### src/rtl/inject_ctrl_pkg.sv
// Shared widths, injector FSM encoding and flit helpers for the local injection path.
package inject_ctrl_pkg;

    localparam int WIDTH_PORT = 32;
    localparam int NUM_PORT   = 5;

    typedef enum logic [1:0] {
        IDLE  = 2'd0,
        SEND  = 2'd1,
        STALL = 2'd2
    } injState_t;

    // An all-zero word means "no flit" on router inputs.
    function automatic logic isFlit(input logic [WIDTH_PORT-1:0] flit);
        return |flit;
    endfunction

endpackage

### src/rtl/inject_ctrl_if.sv
// PE-side handshake plus router-side injection signals of the local port.
interface inject_ctrl_if;
    import inject_ctrl_pkg::*;

    logic [WIDTH_PORT-1:0] pe_flit;
    logic                  pe_valid;
    logic                  pe_ready;
    logic [NUM_PORT-2:0]   link_busy;
    logic [WIDTH_PORT-1:0] dinLocal;
    logic                  starve;
    logic [15:0]           inj_cnt;

    modport master (
        output pe_flit, pe_valid, link_busy,
        input  pe_ready, dinLocal, starve, inj_cnt
    );

    modport slave (
        input  pe_flit, pe_valid, link_busy,
        output pe_ready, dinLocal, starve, inj_cnt
    );

endinterface

### src/rtl/inject_ctrl_injQueue.sv
// Circular flit queue, DEPTH x WIDTH; head is a registered read, no bypass.
// Push while full and pop while empty are ignored.
module injQueue #(
    parameter  int DEPTH = 4,
    parameter  int WIDTH = 32,
    localparam int AW    = $clog2(DEPTH),
    localparam int LW    = AW + 1
) (
    input  logic             clk,
    input  logic             reset,
    input  logic             push,
    input  logic [WIDTH-1:0] pushDat,
    input  logic             pop,
    output logic             full,
    output logic             empty,
    output logic [WIDTH-1:0] head,
    output logic [LW-1:0]    level
);

    logic [WIDTH-1:0] mem [DEPTH];
    logic [AW-1:0]    wrPtr;
    logic [AW-1:0]    rdPtr;
    logic [LW-1:0]    cnt;
    logic             doPush;
    logic             doPop;

    assign doPush = push & ~full;
    assign doPop  = pop & ~empty;

    // DEPTH is a power of two, so pointer overflow is the modulo wrap.
    always_ff @(posedge clk or negedge reset) begin
        if (!reset) begin
            wrPtr <= '0;
            rdPtr <= '0;
            cnt   <= '0;
        end else begin
            if (doPush) wrPtr <= wrPtr + AW'(1);
            if (doPop)  rdPtr <= rdPtr + AW'(1);
            cnt <= cnt + LW'(doPush) - LW'(doPop);
        end
    end

    always_ff @(posedge clk) begin
        if (doPush) mem[wrPtr] <= pushDat;
    end

    assign full  = (cnt == LW'(DEPTH));
    assign empty = (cnt == '0);
    assign head  = mem[rdPtr];
    assign level = cnt;

endmodule

### src/rtl/inject_ctrl.sv
// Local-port injector: queues PE flits and issues them only when the router will not drop them.
// A flit is withheld whenever all four links were busy last cycle; long stalls raise starve.
module inject_ctrl
    import inject_ctrl_pkg::*;
#(
    parameter int DEPTH     = 4,
    parameter int STARVE_TH = 16
) (
    input  logic          clk,
    input  logic          reset,
    inject_ctrl_if.slave  bus
);

    localparam int LW = $clog2(DEPTH) + 1;
    localparam int SW = $clog2(STARVE_TH + 1);

    logic [NUM_PORT-2:0]   busyQ;
    injState_t             state;
    logic [SW-1:0]         stallCnt;
    logic                  starveQ;
    logic [15:0]           injCnt;

    logic                  full;
    logic                  empty;
    logic [WIDTH_PORT-1:0] head;
    logic [LW-1:0]         level;
    logic [LW-1:0]         nextLevel;
    logic                  injectOk;
    logic                  push;
    logic                  pop;

    // busyQ mirrors router stage-1 occupancy in the cycle our flit would land.
    assign injectOk  = ~&busyQ;
    assign pop       = ~empty & injectOk;
    assign push      = bus.pe_valid & ~full & isFlit(bus.pe_flit);
    assign nextLevel = level + LW'(push) - LW'(pop);

    injQueue #(
        .DEPTH (DEPTH),
        .WIDTH (WIDTH_PORT)
    ) u_injQueue (
        .clk     (clk),
        .reset   (reset),
        .push    (push),
        .pushDat (bus.pe_flit),
        .pop     (pop),
        .full    (full),
        .empty   (empty),
        .head    (head),
        .level   (level)
    );

    // State tracks the conditions the queue and busyQ will present next cycle,
    // so STALL never coincides with a pop and SEND always does.
    always_ff @(posedge clk or negedge reset) begin
        if (!reset) begin
            busyQ    <= '0;
            state    <= IDLE;
            stallCnt <= '0;
            starveQ  <= 1'b0;
            injCnt   <= '0;
        end else begin
            busyQ <= bus.link_busy;

            if (nextLevel == '0)    state <= IDLE;
            else if (~&bus.link_busy) state <= SEND;
            else                    state <= STALL;

            if (state == STALL) begin
                if (stallCnt != SW'(STARVE_TH)) stallCnt <= stallCnt + SW'(1);
            end else begin
                stallCnt <= '0;
            end

            if (pop)                              starveQ <= 1'b0;
            else if (stallCnt == SW'(STARVE_TH))  starveQ <= 1'b1;

            if (pop) injCnt <= injCnt + 16'd1;
        end
    end

    assign bus.dinLocal = pop ? head : '0;
    assign bus.pe_ready = ~full;
    assign bus.starve   = starveQ;
    assign bus.inj_cnt  = injCnt;

endmodule

### src/flat_wrapper.sv
// flat-port wrapper written by rule: the top's interface ports become plain ports
module inject_ctrl_flat import inject_ctrl_pkg::*;
#(
    parameter int DEPTH     = 4,
    parameter int STARVE_TH = 16
)
  (clk, reset, bus_pe_flit, bus_pe_valid, bus_link_busy, bus_pe_ready, bus_dinLocal, bus_starve, bus_inj_cnt);
  inject_ctrl_if bus_i ();
  input  logic clk;
  input  logic reset;
  input wire logic [$bits(bus_i.pe_flit)-1:0] bus_pe_flit;
  input wire logic [$bits(bus_i.pe_valid)-1:0] bus_pe_valid;
  input wire logic [$bits(bus_i.link_busy)-1:0] bus_link_busy;
  output wire logic [$bits(bus_i.pe_ready)-1:0] bus_pe_ready;
  output wire logic [$bits(bus_i.dinLocal)-1:0] bus_dinLocal;
  output wire logic [$bits(bus_i.starve)-1:0] bus_starve;
  output wire logic [$bits(bus_i.inj_cnt)-1:0] bus_inj_cnt;
  assign bus_i.pe_flit = bus_pe_flit;
  assign bus_i.pe_valid = bus_pe_valid;
  assign bus_i.link_busy = bus_link_busy;
  assign bus_pe_ready = bus_i.pe_ready;
  assign bus_dinLocal = bus_i.dinLocal;
  assign bus_starve = bus_i.starve;
  assign bus_inj_cnt = bus_i.inj_cnt;
  inject_ctrl #(.DEPTH(DEPTH), .STARVE_TH(STARVE_TH)) u_core (.clk(clk), .reset(reset), .bus(bus_i));
endmodule
### config.mk
export PLATFORM = sky130hd
export DESIGN_NAME = inject_ctrl_flat
export DESIGN_NICKNAME = d
export VERILOG_FILES = /design/src/rtl/inject_ctrl_pkg.sv /design/src/rtl/inject_ctrl_if.sv /design/src/rtl/inject_ctrl_injQueue.sv /design/src/rtl/inject_ctrl.sv /design/src/flat_wrapper.sv
export SDC_FILE = /design/constraint.sdc
export NUM_CORES = 1
export LEC_CHECK = 0
export CAP_MARGIN = 25
export CORE_MARGIN = 4
export CORE_UTILIZATION = 35
export CTS_CLUSTER_DIAMETER = 80
export CTS_CLUSTER_SIZE = 24
export DETAILED_ROUTE_END_ITERATION = 8
export DONT_BUFFER_PORTS = 1
export HOLD_SLACK_MARGIN = 0.06
export PLACE_DENSITY_LB_ADDON = 0.15
export SETUP_SLACK_MARGIN = 0.05
export SLEW_MARGIN = 40
export SYNTH_ARGS = -nofsm -noshare
export SYNTH_HDL_FRONTEND = slang
export SYNTH_HIERARCHICAL = 1
export SYNTH_SLANG_ARGS = --single-unit
### constraint.sdc
create_clock -name clk -period 6.2 [get_ports clk]
set_input_delay 1.24 -clock clk [delete_from_list [all_inputs] [get_ports clk]]
set_output_delay 1.24 -clock clk [all_outputs]
set_load 0.005 [all_outputs]
==> results.toml, run 1 <==
[pwr]
power_density_nw_per_um2 = 468
p_leak_uw = 0.00254
vdd_ir_drop_max_uv = 227
p_total_uw = 3490

[setup_path]
start_kind = "flip-flop"
worstPathRequired_ns = 4.96
cp-end-kind = "output pin"
arrival_ns = 2.27
cp_max_fo = 27
rr_startpoint = "u_core/u_injQueue/level[1]"
cp-startpoint = "u_core/u_injQueue/rdPtr[0]"
critPathKind = "reg -> out"

[clocking]
cts_resized = 0
cts_buffers = 17
cts.sinks = 163
clk-insertion-delay-late_ns = 0.42
clockBufferDepth = 2
cts_tree = "built"
h-tree-depth = 4
cts_hold_buf = 0
post_cts_buffers = 0
clockRootBuffer = "clkbuf_16"
cts.clk_slew.worst_paths_ns = 0.06

[cells_and_area]
multi_input_area_sq_um = 1800
fillers = 1692
drive_gt1_share_pct = 18.4
final_cells = 620
utilization_pct = 39.9
seqCellArea_sq_um = 4720
area_growth_pct = 11.7
antennaDiodeCount = 0
fin_nets = 426

[place]
place_congestion = 0.702
placedCellCount = 589
numPortBuffers = 0
dp_hpwl_mm = 8.00

[sta]
worst_pin_slew_ns = 0.715
skew_ns = 0.0108
fin_setup_tns_ns = 0
maxSlewViolCount = 0
setup_viol = 0
fin_crit_ns = 3.51
max_slew_margin_pct = 51.9
rsz0062_at_grt = "no"
finalHoldViolations = 0
fmax_mhz = 285
post-route-period-util_pct = 56.6

[global_route]
grtUsageTotal_pct = 12.8
grt_pass1_vias = 3428
antenna_found_initial = 0
grt_max_degree = 40
grt_pass1_wl_mm = 20.5
grt-ovfl-total = 0

[yosys]
synth_common_cells = "128 x edfxtp_1, 35 x dfrtp_1, 32 x and2_1"
synthCells = 366
muxShareOfSynthArea_pct = 11.2
syn_area_sq_um = 6680
yosysWarningCount = 6
ys_ff_latch = 163
synthArstFlopShare_pct = 21.5
synth_most_common_cell = "edfxtp_1"
synth_top_family_by_area = "multiplexers"
synth-xor-area-share_pct = 3.28
yosys.cell_types.count = 38
synth_compound_area_share_pct = 0.862
synth_area_leader_cell = "edfxtp_1"
synthTopCellsByArea = "edfxtp_1 58%, dfrtp_1 13%, mux4_2 9.4%"
synth_seq_area_share_pct = 70.7
synthAdderAreaFrac_pct = 2.66
synth_flop_cell = "edfxtp_1"
synth_area_per_cell_sq_um = 18.2
synth_edf_count = 128
yosys.area.top_type_share_pct = 57.6
synth_nets = 418
yosys.area_share.simple_pct = 8.73

[routing]
drt_wl_total_mm = 13.0
vias = 3135
routedWlPerCell_um = 20.9
drt_iter0_drc = 144
drc = 0
ant_nets = 0
dr.pass1.iters = 4
via_per_inst = 5.06

[floorplanning]
core_area_sq_um = 18700
core.rowCount = 50
die_h_um = 146
initial_core_util_pct = 35.7
dieArea_sq_um = 21400
die_x_um = 146
pin_count = 89

[worst_hold_path]
hp-class = "in -> async"

[flow_run]
drv_cap = 0

[status]
status = "finished, final reports clean"
-- cell type report --
class,count,area share [%]
clock buffer,17,5.70
clock inverter,14,1.90
inverter,17,0.889
multi-input combinational,174,24.2
sequential,163,63.3
tap,234,3.92
timing repair buffer,1,0.101
-- report_power, final --
group	switching, uW	internal, uW
registers	170	1430
logic	459	438
clock network	411	587
total	1040	2450
-- sequential cells by signal (all words and copies together), names as in the netlist --
register	cells
u_core/busyQ	4
u_core/u_injQueue/rdPtr	2
u_core/state	2
u_core/stallCnt	5
u_core/u_injQueue/level	3
u_core/bus.inj_cnt	16
u_core/u_injQueue/mem	128
u_core/bus.starve	1
u_core/u_injQueue/wrPtr	2
-- critical path: stages (launching register included) --
cell     delay [ns]
dfrtp_2        0.51
buf_4          0.54
mux4_1         0.62
and2_1         0.19
-- placed cells by master (no fill, tap or decap), types with 3 or more instances in the layout --
master / n
edfxtp_1: 128
dfrtp_1: 33
and2_1: 32
mux4_2: 28
xnor2_1: 21
clkbuf_16: 17
inv_1: 15
ha_1: 11
nor2_1: 10
nand2_1: 10
nand3_1: 9
nor4_1: 8
clkinv_4: 4
clkinvlp_4: 4
nand4_1: 4
nor3_1: 4
xor2_1: 4
nand2b_1: 4
mux4_1: 4
and3_4: 4
clkinv_1: 3
and3_1: 3
-- metal layers --
| metal | GRT usage, % | part of all wire, % | vias up |
|---|---|---|---|
| met5 | 0 | 0 | - |
| met4 | 2.96 | 0.79 | 0 |
| met3 | 5.93 | 7.4 | 12 |
| met2 | 21.5 | 51 | 78 |
| met1 | 15.1 | 41 | 1634 |
| li1 | - | - | 1411 |
-- cells by family after synthesis --
kind of cell	Yosys count
AO/OA/AOI/OAI	6
XOR/XNOR	25
adder cells (fa/ha/maj)	13
buffers and inverters	29
flip-flops	163
multiplexers	33
AND/OR/NAND/NOR	97
-- path summary, 6_finish.rpt --
check	slack, ns	cells after the start	end
worst max register to register	3.25	11	u_core/state[0]
worst min register to register	0.51	1	u_core/bus.inj_cnt[15]
min in group clk	0.51	1	u_core/bus.inj_cnt[15]
max in group asynchronous	5.59	0	u_core/u_injQueue/rdPtr[1]
worst max-delay path	2.69	3	bus_dinLocal[2]
worst min-delay path	0.51	0	u_core/bus.inj_cnt[5]
-- metrics by stage --
step                worst slack (ns)  instance area, sq um  hold WS (ns)
floorplan                       2.99                  6680         0.468
global placement                2.28                  6880         0.503
detailed placement              2.25                  6890         0.508
CTS                             2.59                  7460         0.491
global route                    2.50                  7460         0.481
finish                          2.69                  7460         0.509
(Power assumes the default switching activity.)
==> inputs of run 2 (changes only) <==
- clock period: 6.2 -> 3.2 ns (I/O delays scaled with it)
==> results.toml, run 2 (same netlist as run 1, synthesis figures left out) <==
[status]
status = "finished, final reports clean"

[cells_and_area]
antennaDiodeCount = 0
drive_gt1_share_pct = 21.9
final_common_cell = "edfxtp_1"
final_cells = 636
fin_nets = 441
most-common-layout-cells = "128 x edfxtp_1, 33 x dfrtp_1, 32 x and2_1"
utilization_pct = 40.9
largest_reg_flops = 128
regMostFlops = "u_core/u_injQueue/mem"
area_growth_pct = 14.7

[place]
numPortBuffers = 0
place_congestion = 0.766
place_ws_ns = 0.0638
placedCellCount = 602
dp_hpwl_mm = 8.63

[clocking]
h-tree-depth = 4
cts_buffers = 17
cts.sinks = 163
cts.clk_slew.worst_paths_ns = 0.06
cts_resized = 0
cts_hold_buf = 2
clk-insertion-delay-late_ns = 0.42
clockBufferDepth = 2
clockRootBuffer = "clkbuf_16"
cts_tree = "built"
post_cts_buffers = 0

[routing]
dr.pass1.iters = 4
ant_nets = 0
routedWlPerCell_um = 21.2
via_per_inst = 5.00
drt_wl_total_mm = 13.5
vias = 3179
drc = 0
drt_iter0_drc = 131

[sta]
fin_crit_ns = 2.73
post-route-period-util_pct = 85.3
fin_setup_tns_ns = 0
worst_pin_slew_ns = 0.600
skew_ns = 0.00726
rsz0062_at_grt = "no"
fmax_mhz = 366
max_slew_margin_pct = 59.7
finalHoldViolations = 0
maxSlewViolCount = 0
timing.hold.ws_ns = 0.241
setup_viol = 0
setup_ws_ns = 0.471

[global_route]
grtUsageTotal_pct = 13.4
grt-ovfl-total = 0
grt_pass1_vias = 3503
grt_max_degree = 36
grt_pass1_wl_mm = 21.3
antenna_found_initial = 0

[setup_path]
start_kind = "flip-flop"
cp_max_fo = 22
critPathKind = "reg -> out"
max_stage_delay_ns = 0.51
arrival_ns = 2.09
cp-end-kind = "output pin"
worstPathRequired_ns = 2.56
crit_family = "flip-flops"
path_cells = "nor3_1, a41o_4, inv_4, buf_4, and2_1"
cp_slowest_cell = "dfrtp_1"
path_buf_inv = 2

[floorplanning]
die_x_um = 146
pin_count = 89
core.rowCount = 50
core_area_sq_um = 18700
dieArea_sq_um = 21400
initial_core_util_pct = 35.7
die_h_um = 146

[worst_hold_path]
hp-class = "in -> reg"

[pwr]
p_leak_uw = 0.00266
power_density_nw_per_um2 = 929
vdd_ir_drop_max_uv = 448

[flow_run]
drv_cap = 0
==> run 2: changes by cell type in the layout (fill, tap and decap cells not counted) <==
| cell | delta |
|---|---|
| dfrtp_2 | +1 |
| and3_2 | +4 |
| buf_12 | +3 |
| dlygate4sd3_1 | +1 |
| bufinv_16 | +2 |
| clkinv_1 | -2 |
| buf_4 | +11 |
| clkinvlp_2 | +1 |
| clkinv_4 | -3 |
| and3_4 | -4 |
| clkinvlp_4 | -2 |
| dfrtp_4 | -1 |
| inv_6 | +5 |
==> run 2: final timing paths <==
kind / startpoint / end / slack [ns] / cells after the start
worst max-delay path: u_core/u_injQueue/level[2] / bus_dinLocal[1] / 0.47 / 5
worst min-delay path: bus_link_busy[2] / u_core/busyQ[2] / 0.24 / 0
worst max register to register: u_core/u_injQueue/level[2] / u_core/state[1] / 0.47 / 12
worst min register to register: u_core/bus.inj_cnt[15] / u_core/bus.inj_cnt[15] / 0.50 / 1
max in group asynchronous: reset / u_core/u_injQueue/rdPtr[1] / 2.33 / 2
min in group asynchronous: reset / u_core/bus.inj_cnt[14] / 0.67 / 2
==> run 2: routing by layer <==
layer  GRT usage (%)  vias up  share of wire (%)
li1                -     1446                  -
met1            15.7     1652                 41
met2            21.8       67                 51
met3            6.18       14                7.6
met4            4.66        0                1.1
met5               0        -                  0
==> run 2: through the flow <==
step	cell area, sq um	power (uW)
finish	7660	7110
global route	7660	7560
CTS	7660	7260
detailed placement	7000	5090
global placement	7000	5050
floorplan	6680	4530
==> run 2: final cells by class <==
cell class | instances | area (sq um)
Clock inverter | 15 | 201
Sequential cell | 163 | 4720
Timing Repair Buffer | 16 | 160
Fill cell | 1674 | 11000
Clock buffer | 17 | 425
Multi-Input combinational cell | 174 | 1790
Inverter | 17 | 66.3
Tap cell | 234 | 293
==> run 2: report_power, final <==
group	total, uW	leakage [uW]	switching, uW	internal, uW
registers	3030	0.00161	268	2760
logic	1940	0.000751	999	937
clock network	2150	0.000299	835	1310
==> inputs of run 3 (changes only) <==
- DONT_BUFFER_PORTS: 1 -> not set
==> results.toml, run 3 (same netlist as run 1, synthesis figures left out) <==
[routing]
routedWlPerCell_um = 18.3
dr.pass1.iters = 4
ant_nets = 0
drt_iter0_drc = 168
drc = 0
drt_wl_total_mm = 13.8
vias = 3637
via_per_inst = 4.84

[setup_path]
crit_end = "bus_dinLocal[26]"
worstReg2RegEnd = "u_core/state[1]"
cp_max_fo = 28
path_buf_inv = 3
cp-startpoint = "u_core/u_injQueue/level[2]"
critPathKind = "reg -> out"
ff2ff_setup_slack_ns = 0.57
start_kind = "flip-flop"
path_cells = "nor3_2, a41o_4, inv_6, buf_4, and2_1, clkdlybuf4s50_1"
crit_cells = 6
worstPathRequired_ns = 2.56
crit_family = "buffers and inverters"
arrival_ns = 2.34
cp-end-kind = "output pin"
rr_worst_depth = 13
max_stage_delay_ns = 0.50
rr_startpoint = "u_core/u_injQueue/level[1]"
cp_slowest_cell = "clkdlybuf4s50_1"

[sta]
setup_viol = 0
skew_ns = 0.00601
fmax_mhz = 335
rsz0062_at_grt = "no"
fin_crit_ns = 2.98
max_slew_margin_pct = 58.3
worst_pin_slew_ns = 0.620
timing.hold.ws_ns = 0.463
maxSlewViolCount = 0
finalHoldViolations = 0
post-route-period-util_pct = 93.1

[flow_run]
drv_cap = 0

[status]
status = "finished, final reports clean"

[cells_and_area]
area_growth_pct = 33.1
drive_gt1_share_pct = 24.1
final_common_cell = "edfxtp_1"
largest_reg_flops = 128
fin_nets = 557
fillers = 1647
most-common-layout-cells = "128 x edfxtp_1, 88 x clkdlybuf4s50_1, 34 x buf_4"
antennaDiodeCount = 0
regMostFlops = "u_core/u_injQueue/mem"

[clocking]
cts.clk_slew.worst_paths_ns = 0.06
h-tree-depth = 4
cts_buffers = 17
cts_tree = "built"
post_cts_buffers = 0
clockBufferDepth = 2
cts.sinks = 163
cts_hold_buf = 0
clockRootBuffer = "clkbuf_16"
clk-insertion-delay-late_ns = 0.42

[pwr]
vdd_ir_drop_max_uv = 488
p_total_uw = 7970
power_density_nw_per_um2 = 897
p_leak_uw = 0.00316

[global_route]
grt_max_degree = 35
grt_pass1_wl_mm = 22.1
grt_pass1_vias = 3925
antenna_found_initial = 0
grt-ovfl-total = 0
grtUsageTotal_pct = 13.6

[floorplanning]
core.rowCount = 50
initial_core_util_pct = 35.7
dieArea_sq_um = 21400
die_h_um = 146
pin_count = 89
core_area_sq_um = 18700
die_x_um = 146

[place]
place_congestion = 0.730
numPortBuffers = 88
dp_hpwl_mm = 9.07

[worst_hold_path]
hp-class = "in -> async"
## run 3: cell types whose count changed in the layout (fill, tap and decap cells not counted), moves of 2 or more
cell,previous run,this run
clkdlybuf4s50_1,0,88
buf_4,12,34
buf_12,3,10
nor4_1,8,3
nor4_2,0,4
clkinv_2,1,3
nor3_1,4,2
nor3_2,0,2
## run 3: through the flow
stage | TNS [ns] | instance area [sq um] | cells | setup WS (ns) | util, %
floorplan | 0 | 6680 | 366 | 0.595 | -
global placement | -1.43 | 8200 | 720 | -0.419 | 43.9
detailed placement | -1.56 | 8200 | 720 | -0.460 | 43.9
CTS | 0 | 8850 | 752 | 0.0652 | 47.3
global route | 0 | 8880 | 752 | 0.0623 | 47.5
finish | 0 | 8880 | 752 | 0.219 | 47.5
## run 3: power breakdown
part	internal, uW	total [uW]	switching, uW
Clock	1310	2130	822
Combinational	1660	2900	1240
Sequential	2760	2940	175
## run 3: repair_timing
action                     in CTS  in global routing
gates resized for setup         4                  7
setup endpoints to repair      14                 13
gates cloned                    0                  0
## run 3: final cells by class
cell class	instances	area, sq um	area share [%]
Multi-Input combinational cell	174	1840	20.7
Sequential cell	163	4720	53.1
Tap cell	234	293	3.30
Clock buffer	17	425	4.79
Inverter	17	68.8	0.775
Timing Repair Buffer	132	1340	15.0
Clock inverter	15	201	2.27
## run 3: worst min-delay path by stage
stage | start | endpoint | slack, ns | cells after the start
floorplan | reset | u_core/bus.inj_cnt[0] | 0.34 | 0
global placement | u_core/bus.inj_cnt[15] | u_core/bus.inj_cnt[15] | 0.46 | 1
detailed placement | u_core/bus.inj_cnt[15] | u_core/bus.inj_cnt[15] | 0.46 | 1
CTS | reset | u_core/bus.inj_cnt[6] | 0.45 | 1
global route | reset | u_core/bus.inj_cnt[6] | 0.47 | 1
finish | reset | u_core/bus.inj_cnt[6] | 0.46 | 1
## run 3: worst register-to-register path, cell delays in order, from the launching register on
cell and delay [ns]:
dfrtp_1 0.39, buf_4 0.17, or3b_4 0.43, inv_2 0.11
nor2b_1 0.06, o21ai_1 0.10, ha_1 0.16, inv_1 0.04
ha_1 0.18, fa_1 0.38, xnor2_1 0.15, xnor2_1 0.14
nor3_2 0.13, nor2_1 0.07
## run 3: metal layers
layer	vias up	wire length [um]	track usage, %	part of all wire [%]
li1	1680	-	-	-
met1	1857	5940	16.5	43
met2	87	7020	23.6	51
met3	13	596	3.66	4.3
met4	0	192	4.52	1.4
met5	-	0	0	0
